$ cat config.mk
export PLATFORM = sky130hd
export DESIGN_NAME = mult_div_ctrl
export DESIGN_NICKNAME = d
export VERILOG_FILES = /design/src/rtl/mult_div_ctrl.sv
export SDC_FILE = /design/constraint.sdc
export NUM_CORES = 1
export LEC_CHECK = 0
export ABC_AREA = 1
export CAP_MARGIN = 20
export CORE_MARGIN = 5
export CORE_UTILIZATION = 32
export CTS_BUF_LIST = sky130_fd_sc_hd__clkbuf_4 sky130_fd_sc_hd__clkbuf_8 sky130_fd_sc_hd__clkbuf_16
export DETAILED_ROUTE_END_ITERATION = 10
export GPL_TIMING_DRIVEN = 0
export SLEW_MARGIN = 25
export SYNTH_ARGS = -nofsm -noshare
export SYNTH_HDL_FRONTEND = slang
export SYNTH_SLANG_ARGS = --single-unit
$ cat constraint.sdc
create_clock -name clk -period 3.2 [get_ports clk]
set_clock_uncertainty 0.05 [all_clocks]
set_input_delay 0.64 -clock clk [delete_from_list [all_inputs] [get_ports clk]]
set_output_delay 0.64 -clock clk [all_outputs]
set_load 0.05 [all_outputs]
$ cat src/rtl/mult_div_ctrl.sv
// +-----------------------------------------------------------------------------
// | mult_div_ctrl : iterative signed MULT/DIV sequencer for the HI/LO unit.
// | Optional macro: MULTDIV_FAST_ZERO_EN (zero-operand early completion).
// | Revision: 1.0
// +-----------------------------------------------------------------------------
`default_nettype none

module mult_div_ctrl #(
  parameter int WIDTH = 32
) (
  input  logic             clk,
  input  logic             reset,
  input  logic             start,
  input  logic             op,
  input  logic [WIDTH-1:0] a_in,
  input  logic [WIDTH-1:0] b_in,
  output logic             busy,
  output logic             done,
  output logic             div0_excp,
  output logic [WIDTH-1:0] hi_out,
  output logic [WIDTH-1:0] lo_out
);

  localparam int CW = $clog2(WIDTH);
  localparam logic [CW-1:0] LAST_STEP = CW'(WIDTH - 1);

  localparam logic [2:0] S_IDLE = 3'd0;
  localparam logic [2:0] S_MULT = 3'd1;
  localparam logic [2:0] S_DIV  = 3'd2;
  localparam logic [2:0] S_FIX  = 3'd3;
  localparam logic [2:0] S_DONE = 3'd4;

  logic [2:0]         state;
  logic [CW-1:0]      cnt;
  logic [2*WIDTH-1:0] acc;
  logic [WIDTH-1:0]   mag_a;
  logic [WIDTH-1:0]   mag_b;
  logic               sign_a;
  logic               sign_b;
  logic               is_div;
  logic               div0;

  logic [WIDTH-1:0]   abs_a;
  logic [WIDTH-1:0]   abs_b;
  logic [WIDTH:0]     mul_sum;
  logic [WIDTH:0]     div_trial;
  logic [2*WIDTH-1:0] prod_fix;
  logic [WIDTH-1:0]   quo_fix;
  logic [WIDTH-1:0]   rem_fix;
  logic               fast_zero;

  // acc holds {partial product, multiplier} for MULT and {remainder, dividend/quotient} for DIV
  always_comb begin
    abs_a     = a_in[WIDTH-1] ? -a_in : a_in;
    abs_b     = b_in[WIDTH-1] ? -b_in : b_in;
    mul_sum   = {1'b0, acc[2*WIDTH-1:WIDTH]} + (acc[0] ? {1'b0, mag_a} : '0);
    div_trial = acc[2*WIDTH-1:WIDTH-1] - {1'b0, mag_b};
    prod_fix  = (sign_a ^ sign_b) ? -acc : acc;
    quo_fix   = (sign_a ^ sign_b) ? -acc[WIDTH-1:0] : acc[WIDTH-1:0];
    rem_fix   = sign_a ? -acc[2*WIDTH-1:WIDTH] : acc[2*WIDTH-1:WIDTH];
  end

`ifdef MULTDIV_FAST_ZERO_EN
  assign fast_zero = op ? (a_in == '0) : ((a_in == '0) || (b_in == '0));
`else
  assign fast_zero = 1'b0;
`endif

  always_ff @(posedge clk or negedge reset) begin
    if (!reset) begin
      state  <= S_IDLE;
      cnt    <= '0;
      acc    <= '0;
      mag_a  <= '0;
      mag_b  <= '0;
      sign_a <= 1'b0;
      sign_b <= 1'b0;
      is_div <= 1'b0;
      div0   <= 1'b0;
      hi_out <= '0;
      lo_out <= '0;
    end else begin
      case (state)
        S_IDLE: begin
          if (start) begin
            sign_a <= a_in[WIDTH-1];
            sign_b <= b_in[WIDTH-1];
            mag_a  <= abs_a;
            mag_b  <= abs_b;
            is_div <= op;
            cnt    <= '0;
            // divide-by-zero wins over the fast-zero shortcut
            if (op && (b_in == '0)) begin
              div0  <= 1'b1;
              state <= S_DONE;
            end else if (fast_zero) begin
              hi_out <= '0;
              lo_out <= '0;
              state  <= S_DONE;
            end else begin
              acc   <= op ? {{WIDTH{1'b0}}, abs_a} : {{WIDTH{1'b0}}, abs_b};
              state <= op ? S_DIV : S_MULT;
            end
          end
        end
        S_MULT: begin
          acc <= {mul_sum, acc[WIDTH-1:1]};
          cnt <= cnt + 1'b1;
          if (cnt == LAST_STEP) state <= S_FIX;
        end
        S_DIV: begin
          if (!div_trial[WIDTH]) acc <= {div_trial[WIDTH-1:0], acc[WIDTH-2:0], 1'b1};
          else                   acc <= {acc[2*WIDTH-2:0], 1'b0};
          cnt <= cnt + 1'b1;
          if (cnt == LAST_STEP) state <= S_FIX;
        end
        S_FIX: begin
          if (is_div) begin
            hi_out <= rem_fix;
            lo_out <= quo_fix;
          end else begin
            hi_out <= prod_fix[2*WIDTH-1:WIDTH];
            lo_out <= prod_fix[WIDTH-1:0];
          end
          state <= S_DONE;
        end
        S_DONE: begin
          div0  <= 1'b0;
          state <= S_IDLE;
        end
        default: state <= S_IDLE;
      endcase
    end
  end

  assign busy      = (state != S_IDLE);
  assign done      = (state == S_DONE);
  assign div0_excp = (state == S_DONE) && div0;

endmodule

`default_nettype wire

Word level (Yosys, flattened, before mapping)
Cells that the tools add are included.

Flip-flop bits (word level): 204. Bits of input ports: 68.

$add $sub $neg: 8. Equal/unequal tests: 9. Mux-type cells: 23. Bitwise operators: 1. Reduce and logical (&&, ||, !) cells: 14.

Operators with widths (count): 32-bit 2-to-1 mux (8); 64-bit 2-to-1 mux (4); 64-bit case mux with 3 select lines (1); 32-bit negation (4); 64-bit negation (1); 32-bit by 32-bit adder with 33-bit output (1); 33-bit by 32-bit subtractor with 33-bit output (1); 32-bit zero test (1); 5-bit case mux with 2 select lines (1); 3-bit 2-to-1 mux (3); 3-bit case mux with 3 select lines (1); 3-bit by 2-bit equality test with 1-bit output (second input constant) (2); 2-bit inequality test (second input constant) (3); 2-bit AND reduction (3); 3-bit AND reduction (2); 3-bit nonzero test (2); 5-bit by 1-bit adder with 5-bit output (second input constant) (1); 5-bit equality test (second input constant) (1); 5-bit 2-to-1 mux (1); 2-bit nonzero test (2); 3-bit by 1-bit equality test with 1-bit output (second input constant) (1); 3-bit equality test (second input constant) (1); 3-bit zero test (1); 1-bit logical AND (2); other kinds (6) (7).

Longest topological paths before layout
Depth after elaboration: 6. Depth in mapped cells: 18. Depth with buffers taken out: 17.

Least setup slack after synthesis
No wires, ideal clock.

Kind: flip-flop to flip-flop. From: register acc[0]. To: register acc[61]. Arrival time: 2.442 ns. Required time: 3.025 ns. Slack: 0.583 ns. Stages on the path, launching flop included: 18. Buffers on the path: 2. Period minus slack after synthesis: 2.617 ns. Cell sequence: dfrtp_1 > clkbuf_1 > clkbuf_1 > nand2_1 > inv_1 > ha_1 > inv_1 > fa_1 > o21ai_0 > nand2_1 > nand2_1 > nand3_1 > nand2_1 > nand2_1 > nand2_1 > nand2_1 > nand3_1 > nand3_1.

Word-level cells in the longest chain between the ends: 3.

RTL lines: from (decl) (RTL line 35) `logic [2*WIDTH-1:0] acc;`; from (signal assigned) (RTL line 101) `acc <= op ? {{WIDTH{1'b0}}, abs_a} : {{WIDTH{1'b0}}, abs_b};`; from (signal assigned) (RTL line 107) `acc <= {mul_sum, acc[WIDTH-1:1]};`; from (signal assigned) (RTL line 112) `if (!div_trial[WIDTH]) acc <= {div_trial[WIDTH-1:0], acc[WIDTH-2:0], 1'b1};`; 32-bit 2-to-1 mux (RTL line 56) `mul_sum = {1'b0, acc[2*WIDTH-1:WIDTH]} + (acc[0] ? {1'b0, mag_a} : '0);`; 32-bit by 32-bit adder with 33-bit output (RTL line 56); 64-bit case mux with 3 select lines (RTL line 83) `case (state)`.

No other way between the ends. A chain may end at the register's enable or synchronous reset.

Final worst setup path
From: register acc[38]. To: register acc[58].

Word-level cells in the longest chain between the ends: 3.

RTL lines: 33-bit by 32-bit subtractor with 33-bit output (RTL line 57) `div_trial = acc[2*WIDTH-1:WIDTH-1] - {1'b0, mag_b};`; 64-bit 2-to-1 mux (RTL line 112); 64-bit case mux with 3 select lines * (RTL line 83).

Every way passes the cells marked *; elsewhere a longest branch is shown, timed or not.

==> results_dict.tcl <==
set metrics [dict create \
    status "finished, final reports clean" \
    max_stage_delay_ps 640 \
    path_cells "ha_1, nand2_1, inv_1, a21oi_1, nand2_1, nand2_1, nand2_1, nand2_1, nand2_1, nand2_1, buf_2, nand3_1, nand3_1, nand3_1" \
    hold_viol_final 0 \
    post-route-cell-area_um2 21900 \
    cp.buffers_inverters 2 \
    slew_headroom_pct 36.2 \
    p_leak_nw 11.1 \
    die_y_um 251 \
    antenna_found_initial 1 \
    core-area_um2 57600 \
    drv_cap 0 \
    rsz0062_at_grt "no" \
    die_w_um 251 \
    ys_seq_elements 204 \
    syn_avg_cell_area_um2 5.95 \
    final_layout_size_suffix_gt1_share_pct 3.60 \
    timing.fmax_ghz 0.327 \
    crit_top_cell "nand2_1" \
    grt_pass1_vias 19243 \
    min_period_over_period_pct 95.5 \
    grt_start_max_net_pins 85 \
    portBuffers 133 \
    wl_per_cell_um 19.3 \
    netlist.area_leader.share_pct 27.5 \
    wl_mm 78.7 \
    grt.total_usage_pct 24.0 \
    cts.sinks 204 \
    slowest_stage "dfrtp_1" \
    p_per_area_nw_per_um2 1300 \
    initial_core_util_pct 32.2 \
    dr.pass1.iters 6 \
    synth_top_flop_cell "dfrtp_1" \
    vias_per_cell 5.13 \
    clkLatencyLatePin_ps 570 \
    syn_nets 3256 \
    tightest_slew_ps 947 \
    tritoncts "yes" \
    synth.yosys.seq_area_share_pct 27.5 \
    report.final.slew_viol_count 0 \
    setup_violations 0 \
    required_ps 3600 \
    critPathMaxFanout 10 \
    ys_types 44 \
    cts_root_buffer "clkbuf_16" \
    combPwrFrac_pct 70.1 \
    crit_type "reg -> reg" \
    row_count 88 \
    hold_class "reg -> reg" \
    area_delta_synth_final_pct 18.0 \
    start_kind "flop" \
    synth_edf_count 0 \
    die_area_um2 62800 \
    yosys_warnings 0 \
    htree_levels 1 \
    netlist_area_um2 18500 \
    clkSlewWorstSetupHoldPaths_ps 60 \
    cp.arrival_ps 3460 \
    drtIter0Drc 2183 \
    fin_setup_tns_ps 0 \
    placed_area_um2 20900 \
    min_period_ps 3060 \
    dp_hpwl_mm 65.1 \
    yosysTopAreaCell "dfrtp_1" \
    remaining_drc_errors 0 \
    cp-end-kind "flop" \
    gp_congestion 1.03 \
    netlist_top_cells_count "1095 x nand2_1, 387 x inv_1, 348 x nand3_1" \
    swShare_pct 58.0 \
    io_pins 135 \
    p_int_mw 12.0 \
    clockPowerShare_pct 11.2 \
    vias 20850 \
    async_flop_share_pct 100 \
    grt_pass1_wl_mm 117 \
    path_delay_family "simple AND/OR/NAND/NOR gates" \
    grt_overflow 0 \
    numCtsBuffers 26 \
    pwr-share-seq_pct 18.7 \
    diodes 0 \
    cts_buffer_depth 3 \
    layout.nets 3421 \
    switching_power_mw 16.5 \
    synth.area.top_cells "dfrtp_1 28%, nand2_1 22%, nand3_1 9.4%" \
    ant_nets 0 \
    synthCells 3116 \
    synth.most_common_cell "nand2_1" \
    ir_worst_vdd_v 0.000637 \
]
[metal layers]
metal	up-vias	global-route usage [%]	routed length, µm
li1	10275	-	-
met1	9630	34.5	35400
met2	816	37.3	34000
met4	2	7.91	3430
met3	127	2.99	5770
met5	-	0	13
[state kept, by name (all words and copies together) (netlist names)]
name,cells
acc,64
cnt,5
div0,1
hi_out,32
is_div,1
lo_out,32
mag_a,32
mag_b,32
sign_a,1
sign_b,1
state,3
[cell families (layout without fill, tap and decap cells)]
family	after synthesis	in the layout	share of synthesized area (%)
buf+inv	493	678	10.2
xor+xnor	77	77	3.64
fa+ha+maj	72	72	4.94
compound gates	377	377	11.4
flops	204	204	27.5
simple gates	1893	1893	42.3
[stage by stage]
stage / cells / total power [mW] / utilization, % / hold slack, ps / setup slack [ps]
detailed placement: 4016 / 24.8 / 36.3 / 421 / -444
global route: 4066 / 30.7 / 38.0 / 455 / 6.10
finish: 4066 / 28.5 / 38.0 / 431 / 144
global placement: 4014 / 24.8 / 36.2 / 416 / -7670
floorplan: 3116 / 18.1 / - / 294 / 583
CTS: 4066 / 28.1 / 37.9 / 437 / 25.8
[final cells by class]
class	instances	area (µm²)
multi-input cells	2419	11600
plain buffers	96	409
fillers	6330	35700
inverters	396	1490
clock inverters	11	175
flip-flops and latches	204	5110
well taps	765	957
repair buffers	138	1430
clock buffers	37	758
[final timing paths]
| check | start | end | slack (ps) | depth (start not counted) |
|---|---|---|---|---|
| max in group asynchronous | reset | mag_a[27]$_DFFE_PN0P_ | 1390 | 4 |
| worst max-delay path | acc[38]$_DFFE_PN0P_ | acc[58]$_DFFE_PN0P_ | 140 | 14 |
| min in group asynchronous | reset | hi_out[5]$_DFFE_PN0N_ | 470 | 2 |
| worst min register to register | hi_out[22]$_DFFE_PN0N_ | hi_out[22]$_DFFE_PN0N_ | 430 | 2 |
| worst min-delay path | hi_out[22]$_DFFE_PN0N_ | hi_out[22]$_DFFE_PN0N_ | 430 | 2 |
| worst max register to register | acc[38]$_DFFE_PN0P_ | acc[58]$_DFFE_PN0P_ | 140 | 14 |
[worst register-to-register path: cells and delay by family (launching register included)]
kind                     cells  cell delay (ps)
AO/OA/AOI/OAI                1              180
adder cells (fa/ha/maj)      1              380
buffers and inverters        2              280
flip-flops                   1              640
AND/OR/NAND/NOR             10             1420
[cell usage in the layout (no fill, tap or decap), types with 5 or more instances in the layout]
master,Yosys,layout
dfrtp_1,204,199
xor2_1,58,58
a21o_1,9,9
inv_2,7,8
xnor2_1,19,19
a21boi_1,14,14
dfrtp_2,0,5
clkbuf_4,0,7
o21bai_1,9,9
nand4_1,36,36
or2_2,8,8
nand3b_1,19,19
nand2_1,1095,1094
nor2_1,344,343
o22ai_1,27,27
o21a_1,21,21
clkbuf_16,0,26
inv_1,387,386
a21oi_1,102,101
nor2_2,4,5
buf_4,6,7
o21ai_0,178,177
clkdlybuf4s50_1,0,132
nand3_1,348,348
ha_1,70,70
nor3_1,26,26
buf_2,19,20
clkbuf_1,63,61
buf_1,8,8
o211ai_1,5,5
[repair_timing]
item | CTS | global route
setup buffers | 1 | 1
setup endpoints to repair | 31 | 37
hold buffers | 1 | 0
hold endpoints to repair | 37 | 0
pin swaps | 0 | 1
gates resized for setup | 4 | 10
[power by group through the flow]
| stage | logic (mW) | clock network (mW) | registers [mW] |
|---|---|---|---|
| after floorplan | 12.2 | 0 | 5.98 |
| after global placement | 19.4 | 0 | 5.32 |
| after detailed placement | 19.4 | 0 | 5.33 |
| after CTS | 19.6 | 3.22 | 5.27 |
| after global routing | 21.9 | 3.32 | 5.43 |
| final | 20.0 | 3.18 | 5.34 |
Power figures use the tool's default switching activity.
